===== config.mk =====
export PLATFORM = sky130hd
export DESIGN_NAME = comma_word_aligner
export DESIGN_NICKNAME = d
export VERILOG_FILES = /design/src/rtl/comma_word_aligner.sv
export SDC_FILE = /design/constraint.sdc
export NUM_CORES = 1
export LEC_CHECK = 0
export CAP_MARGIN = 20
export CORE_MARGIN = 2
export CORE_UTILIZATION = 60
export DETAILED_ROUTE_END_ITERATION = 7
export PLACE_DENSITY = 0.91
export RECOVER_POWER = 50
export SYNTH_ARGS = -nofsm -noshare
export SYNTH_HDL_FRONTEND = slang
export SYNTH_SLANG_ARGS = --single-unit

===== constraint.sdc =====
create_clock -name clk -period 5 [get_ports clk]
set_clock_uncertainty 0.15 [all_clocks]
set_input_delay 1 -clock clk [delete_from_list [all_inputs] [get_ports clk]]
set_output_delay 1 -clock clk [all_outputs]
set_load 0.05 [all_outputs]

===== src/rtl/comma_word_aligner.sv =====
// comma_word_aligner
// Finds the 8B/10B comma in an unaligned 10-bit deserializer stream at any
// of the ten bit offsets, runs lock / loss-of-sync, and forwards
// symbol-aligned words {a,b,c,d,e,i,f,g,h,j} to the decoder.
module comma_word_aligner #(
  parameter int ALIGN_COUNT = 3,
  parameter int LOSS_COUNT  = 4,
  parameter int GOOD_RUN    = 4
) (
  input  logic       clk,
  input  logic       reset,
  input  logic [9:0] rx_data,
  input  logic       rx_valid,
  input  logic       code_err,
  output logic [9:0] data_out,
  output logic       out_valid,
  output logic       comma_out,
  output logic       sync,
  output logic [3:0] offset
);

  // state    | meaning
  // UNLOCKED | hunting for a comma at any offset
  // CHECK    | counting repeat commas at the candidate offset
  // LOCKED   | aligned; words forwarded, decode errors tracked
  typedef enum logic [1:0] {UNLOCKED, CHECK, LOCKED} state_t;

  state_t     state;
  logic [9:0] prev;
  logic [2:0] cnt;
  logic [2:0] err_cnt;
  logic [2:0] good_cnt;

  logic [9:0] win [10];
  logic [9:0] hit;
  logic       found;
  logic [3:0] hit_k;
  logic       lock_now;
  logic [3:0] sel;
  logic       err_ev;

  // Window k starts k bits into the previous word; prev supplies its head.
  for (genvar k = 0; k < 10; k++) begin : g_win
    assign win[k] = 10'({prev, rx_data} >> (10 - k));
    assign hit[k] = (win[k][9:3] == 7'b0011111) || (win[k][9:3] == 7'b1100000);
  end

  // Priority encode: lowest matching offset wins.
  always_comb begin
    found = 1'b0;
    hit_k = 4'd0;
    for (int k = 9; k >= 0; k--) begin
      if (hit[k]) begin
        found = 1'b1;
        hit_k = 4'(k);
      end
    end
  end

  // Lock decision, output window select and locked-state error event.
  always_comb begin
    lock_now = 1'b0;
    if (rx_valid && found) begin
      if (state == UNLOCKED && ALIGN_COUNT == 1)
        lock_now = 1'b1;
      if (state == CHECK && hit_k == offset && cnt == 3'(ALIGN_COUNT - 1))
        lock_now = 1'b1;
    end
    sel    = lock_now ? hit_k : offset;
    err_ev = code_err || (found && hit_k != offset);
  end

  // Alignment FSM, counters and registered outputs.
  always_ff @(posedge clk) begin
    if (reset) begin
      state     <= UNLOCKED;
      prev      <= '0;
      cnt       <= '0;
      err_cnt   <= '0;
      good_cnt  <= '0;
      data_out  <= '0;
      out_valid <= 1'b0;
      comma_out <= 1'b0;
      sync      <= 1'b0;
      offset    <= '0;
    end else begin
      out_valid <= 1'b0;
      if (rx_valid) begin
        prev <= rx_data;
        if (state == LOCKED || lock_now) begin
          out_valid <= 1'b1;
          data_out  <= win[sel];
          comma_out <= hit[sel];
        end
        case (state)
          UNLOCKED: begin
            if (found) begin
              offset <= hit_k;
              if (lock_now) begin
                state <= LOCKED;
                sync  <= 1'b1;
              end else begin
                state <= CHECK;
                cnt   <= 3'd1;
              end
            end
          end
          CHECK: begin
            if (found) begin
              if (hit_k == offset) begin
                if (lock_now) begin
                  state <= LOCKED;
                  sync  <= 1'b1;
                  cnt   <= '0;
                end else begin
                  cnt <= cnt + 3'd1;
                end
              end else begin
                offset <= hit_k;
                cnt    <= 3'd1;
              end
            end
          end
          LOCKED: begin
            if (err_ev) begin
              good_cnt <= '0;
              if (err_cnt == 3'(LOSS_COUNT - 1)) begin
                state   <= UNLOCKED;
                sync    <= 1'b0;
                err_cnt <= '0;
                cnt     <= '0;
              end else begin
                err_cnt <= err_cnt + 3'd1;
              end
            end else if (good_cnt == 3'(GOOD_RUN - 1)) begin
              good_cnt <= '0;
              if (err_cnt != 3'd0)
                err_cnt <= err_cnt - 3'd1;
            end else begin
              good_cnt <= good_cnt + 3'd1;
            end
          end
          default: state <= UNLOCKED;
        endcase
      end
    end
  end

endmodule


==> impl_results.md, run 1 <==
- # resized after CTS: 0
- PD cells: 254 nW/um2
- IO Pins: 31
- Sw Pwr: 0.000290 W
- Cell Int Power: 0.000613 W
- Final #Nets: 430
- Post-CTS Setup Bufs: 0
- Num CTS Buffers: 5
- Placed cells: 469
- Pleak: 1.41 nW
- Row cnt: 26
- Global Route Usage Sum: 29.0%
- Clock share of power: 35.7%
- Syn Inst Count: 393
- Initial antenna violation count: 0
- First-pass GRT wire length: 13,900 um
- Average size of a mapped cell: 7.96 um2
- Asr flop ratio synth: 0%
- Routed Antenna Nets: 0
- DR WL/cell: 17.5 um
- Worst r2r src: prev[4]
- Antenna fix cells: 0
- Hold Crit Class: reg -> reg
- Layout area overhead: 13.6%
- RePlAce Congestion: 0.917
- Reg-to-reg setup timing slack: 1.42 ns
- Die ar.: 5810 um2
- Final TNS setup: 0 ns
- Seq/Total Area, Yosys: 24.3%
- Final Hold Viols: 0
- DRT Pass-1 Iters: 5
- Final setup violation count: 0
- Drt drc: 0
- Slew HR: 36.5%
- Max Freq: 0.232 GHz
- I/O Buffers: 30
- Sequential Power Share: 37.9%
- Final Critical Period: 4.31 ns
- Reg2reg end: cnt[1]
- Worst VDD drop: 0.161 mV
- Hold path endpoint: comma_out
- Yosys warnings: 0
- Required @ worst endpoint: 5.06 ns
- Routed vias: 3,147
- Most common cell after layout, fill and taps aside: nand2_1
- Place WS: 0.413 ns
- 1st-iter DRT viols: 268
- Final HPWL DP: 5730 um
- CTS Buffer Depth: 2
- Mapped cell area: 3130 um2
- Worst hold path cell count: 2
- Ys flop type: dfxtp_1
- Max cap viols: 0
- RSZ-0062 raised after global routing: false
- CTS H-tree depth: 2
- CP Class: in -> reg
- Setup slack after layout: 0.694 ns
- CTS Root Cell: clkbuf_8
- Largest net degree at the start of global routing: 32
- Post-synth cell types: 68
- Skew-Pair Late Insertion Delay: 0.30 ns
- Post-synth EDFFs: 0
- Die Ht: 76.2 um
- Clk slew on worst S/H paths: 0.08 ns
- Final wirelength: 8340 um
- #FFs+latches synth: 38
- Critical path peak fanout: 12
- Startpoint types: input port
- Final worst-path cycle share: 86.1%
- Sw frac: 32.1%
- Comb power frac: 26.4%
- CTS tree: built
- Hold path start: comma_out
- CP endpoint kind: flip-flop
- Outcome: complete, no violations
- Arrival time at the worst endpoint: 4.37 ns
- Gr ovfl total: 0
- Non-filler cells, final: 477
- Core area: 5070 um2
- Most frequent cells in the layout: nand2_1 (46), mux2i_1 (44), dfxtp_1 (38), nor2_1 (35), a21oi_1 (19)
- Max Slew Vio Count: 0
- TritonCTS Sinks: 38
- Worst slew pin tran: 0.952 ns
- Initial Utilization: 61.6%
- Worst reg-to-reg path cell count: 9
- Vias/cell: 6.60
- Syn Nets: 417
- Vias in the first global route: 2,940
- Die W: 76.2 um
- Share of cells above drive strength 1: 8.35%
- Hold buffer count at CTS: 0
cell type report:
class                           count  area [um2]
Clock buffer                        5        68.8
Sequential cell                    38         761
Multi-Input combinational cell    309        2170
Clock inverter                      3        68.8
Inverter                           17        63.8
Tap cell                           70        87.6
Fill cell                         405        1520
Timing Repair Buffer               35         334
registers in the layout (all words and copies together) (netlist names):
register / cells
good_cnt: 3
comma_out: 1
sync: 1
state: 2
cnt: 3
prev: 10
offset: 4
err_cnt: 3
out_valid: 1
data_out: 10
cell families after synthesis:
family                     share of synthesized area [%]
muxes                                               17.7
xor gates and xnor gates                           0.800
adders and majority gates                           4.00
AOI/OAI and AO/OA                                   20.1
and+or+nand+nor                                     26.7
DFF                                                 24.3
buffers and inverters                               6.36
through the flow:
| stage | util (%) | total power, W | hold slack [ns] | area (um2) |
|---|---|---|---|---|
| global placement | 67.4 | 0.000571 | 0.294 | 3420 |
| CTS | 70.1 | 0.000903 | 0.322 | 3560 |
| detailed placement | 67.4 | 0.000578 | 0.307 | 3420 |
| global route | 70.0 | 0.000943 | 0.338 | 3550 |
| floorplan | - | 0.000521 | 0.286 | 3130 |
| finish | 70.0 | 0.000904 | 0.315 | 3550 |
cells in the mapped netlist (all sizes together), types with 3 or more instances:
| cell | instances | area, um2 |
|---|---|---|
| a211oi | 5 | 37.5 |
| mux2i | 44 | 440 |
| a21oi | 20 | 104 |
| buf | 14 | 78.8 |
| nand4 | 8 | 50.1 |
| and2 | 4 | 25.0 |
| nor2 | 35 | 131 |
| inv | 16 | 60.1 |
| o21ai | 18 | 90.1 |
| and3 | 7 | 48.8 |
| or4 | 5 | 41.3 |
| clkbuf | 15 | 56.3 |
| mux4 | 4 | 90.1 |
| or2 | 4 | 27.5 |
| nor3 | 8 | 45.0 |
| ha | 10 | 125 |
| nand3b | 5 | 37.5 |
| nand2 | 46 | 173 |
| dfxtp | 38 | 761 |
| a31oi | 5 | 31.3 |
| nand2b | 4 | 25.0 |
| or3 | 5 | 31.3 |
| a311o | 3 | 30.0 |
| o32ai | 4 | 42.6 |
| nand3 | 12 | 60.1 |
| o311ai | 3 | 43.8 |
| o22ai | 10 | 62.6 |
| nor4 | 4 | 25.0 |
power groups by stage:
stage	sequential, W	clock (W)	combinational (W)
after floorplan	0.000339	0	0.000182
after global routing	0.000345	0.000339	0.000259
after global placement	0.000347	0	0.000224
final	0.000342	0.000323	0.000238
after detailed placement	0.000348	0	0.000230
after CTS	0.000341	0.000329	0.000234
worst max path at each step:
| stage | startpoint | endpoint | slack [ns] | depth (start not counted) |
|---|---|---|---|---|
| after detailed placement | rx_data[9] | cnt[1] | 0.41 | 10 |
| after global routing | rx_data[9] | cnt[1] | 0.53 | 10 |
| after CTS | rx_data[9] | cnt[1] | 0.71 | 10 |
| final | rx_data[9] | cnt[1] | 0.69 | 10 |
| after global placement | rx_data[9] | cnt[1] | 0.51 | 10 |
| after floorplan | rx_data[8] | cnt[1] | 1.26 | 10 |
worst max-delay path, cell delays in order:
cell	delay, ns
clkdlybuf4s50_1	0.62
or4_4	0.64
o221ai_1	0.18
o21ai_1	0.10
o21a_4	0.17
a41o_1	0.26
or2_1	0.27
a311o_1	0.40
or4b_1	0.53
o41ai_2	0.21
per-layer routing:
metal | GRT usage (%) | part of all wire (%) | vias up
met1 | 37.4 | 41 | 1455
li1 | - | - | 1478
met5 | 0 | 0 | -
met2 | 47.3 | 46 | 170
met3 | 5.45 | 8.3 | 44
met4 | 12.9 | 4.0 | 0
(Power assumes the default switching activity.)
==> run 2: changes to the inputs <==
--- a/config.mk
+++ b/config.mk
@@ -11,6 +11,7 @@
 export DETAILED_ROUTE_END_ITERATION = 7
 export PLACE_DENSITY = 0.91
 export RECOVER_POWER = 50
+export SETUP_SLACK_MARGIN = 0.05
 export SYNTH_ARGS = -nofsm -noshare
 export SYNTH_HDL_FRONTEND = slang
 export SYNTH_SLANG_ARGS = --single-unit
==> results of run 2 <==
The final DEF is identical to that of run 1; final timing and power are the same.
==> run 3: changes to the inputs <==
--- a/config.mk
+++ b/config.mk
@@ -9,7 +9,8 @@
 export CORE_MARGIN = 2
 export CORE_UTILIZATION = 60
 export DETAILED_ROUTE_END_ITERATION = 7
-export PLACE_DENSITY = 0.91
+export DONT_BUFFER_PORTS = 1
+export PLACE_DENSITY = 0.84
 export RECOVER_POWER = 50
 export SETUP_SLACK_MARGIN = 0.05
 export SYNTH_ARGS = -nofsm -noshare
==> impl_results.md, run 3 (synthesis gave the netlist of run 1 again) <==
- Row cnt: 26
- Worst path cell trace: or4_4 -> or3_1 -> o41ai_2 -> nor3_2 -> o311ai_4 -> xnor2_2 -> and4_4 -> a21oi_2 -> mux2i_1
- Pleak: 1.23 nW
- Cell Area, Placed: 3110 um2
- Die Ht: 76.2 um
- I/O Buffers: 0
- Critical path peak fanout: 12
- Arrival time at the worst endpoint: 3.91 ns
- Initial Utilization: 61.6%
- DRT Pass-1 Iters: 8
- Required @ worst endpoint: 5.07 ns
- CTS Buffer Depth: 2
- Hold buffer count at CTS: 0
- Final TNS setup: 0 ns
- # resized after CTS: 0
- Layout area overhead: 3.36%
- Gr ovfl total: 0
- Final setup violation count: 0
- Worst slew pin tran: 1.78 ns
- Antenna fix cells: 0
- Met2 usage: 43.6%
- Vias/cell: 6.67
- Failing checks: capacitance limit, slew limit
- CP Class: in -> reg
- Slew HR: -18.6%
- Fin area: 3230 um2
- Final #Nets: 399
- Max Freq: 0.260 GHz
- Routed Antenna Nets: 0
- TritonCTS Sinks: 38
- Share of cells above drive strength 1: 7.98%
- M1 GR Usage: 37.1%
- Most frequent cells in the layout: nand2_1 (46), mux2i_1 (44), dfxtp_1 (38), nor2_1 (35), a21oi_1 (19)
- CTS tree: built
- GR peak layer: met2
- Largest regs: data_out (10), prev (10), offset (4)
- Final wirelength: 7770 um
- Final Critical Period: 3.84 ns
- Drt drc: 0
- Final worst-path cycle share: 76.9%
- Most common cell after layout, fill and taps aside: nand2_1
- Die W: 76.2 um
- Max cap viols: 2
- Core area: 5070 um2
- Routed vias: 2,977
- RePlAce Congestion: 0.937
- Initial antenna violation count: 0
- Final HPWL DP: 5560 um
- Design Power: 0.000872 W
- Die ar.: 5810 um2
- Outcome: finished with violations
- 1st-iter DRT viols: 286
- Global Route Usage Sum: 27.0%
- Multi-input logic area: 2170 um2
- PD cells: 270 nW/um2
- RSZ-0062 raised after global routing: false
- Worst VDD drop: 0.168 mV
- IO Pins: 31
- First-pass GRT wire length: 13,000 um
- Slowest-stage cell, CP: a21oi_2
- Startpoint types: input port
- Largest net degree at the start of global routing: 32
- Clk slew on worst S/H paths: 0.08 ns
- Post-CTS Setup Bufs: 0
- Sequential Area: 761 um2
- CP endpoint kind: flip-flop
- Skew-Pair Late Insertion Delay: 0.30 ns
- Num CTS Buffers: 5
- Hold Crit Class: reg -> reg
- CTS H-tree depth: 2
- Final Hold Viols: 0
- Max Slew Vio Count: 39
- Vias in the first global route: 2,706
- CP peak stage delay: 0.67 ns
- CTS Root Cell: clkbuf_8
- DR WL/cell: 17.4 um
- Global-route track usage on met3: 5.69%
- Fillers: 447
==> run 3: worst paths after layout <==
| check | start | to | slack, ns | cells after the start |
|---|---|---|---|---|
| hold reg to reg | good_cnt[0] | good_cnt[0] | 0.33 | 2 |
| hold / removal | good_cnt[0] | good_cnt[0] | 0.33 | 2 |
| setup reg to reg | offset[0] | data_out[8] | 1.23 | 9 |
| setup / recovery | rx_data[9] | data_out[3] | 1.16 | 9 |
==> run 3: final cells by class <==
cell class	instances	share of cell area [%]
multi-input combinational	309	67.1
sequential	38	23.5
tap	70	2.71
clock buffer	5	2.13
clock inverter	3	2.13
inverter	17	1.97
timing repair buffer	4	0.464
==> run 3: per-stage QoR <==
stage / instances / hold slack [ns] / setup slack (ns) / utilization [%]
after floorplan: 393 / 0.286 / 1.26 / -
after detailed placement: 438 / 0.326 / 0.946 / 61.3
after CTS: 446 / 0.338 / 1.26 / 64.0
after global routing: 446 / 0.367 / 0.941 / 63.7
final: 446 / 0.331 / 1.16 / 63.7
after global placement: 438 / 0.289 / 1.07 / 61.3
==> run 3: report_power, final <==
part	switching, W	internal (W)	total [W]	leakage [nW]
Clock	0.000121	0.000200	0.000321	0.0683
Sequential	0.0000229	0.000315	0.000338	0.309
Combinational	0.000126	0.0000866	0.000213	0.849
==> run 3: metal layers <==
metal / wire length [um] / part of all wire, % / up-vias
met4: 78 / 1.0 / 0
met5: 0 / 0 / -
li1: - / - / 1427
met2: 3650 / 47 / 141
met3: 768 / 9.9 / 8
met1: 3270 / 42 / 1401
==> run 3: critical path, delay by kind of cell <==
kind | cells | cell delay [ns]
xor gates and xnor gates | 1 | 0.18
muxes | 1 | 0.30
and+or+nand+nor | 4 | 1.34
AOI/OAI and AO/OA | 3 | 1.08
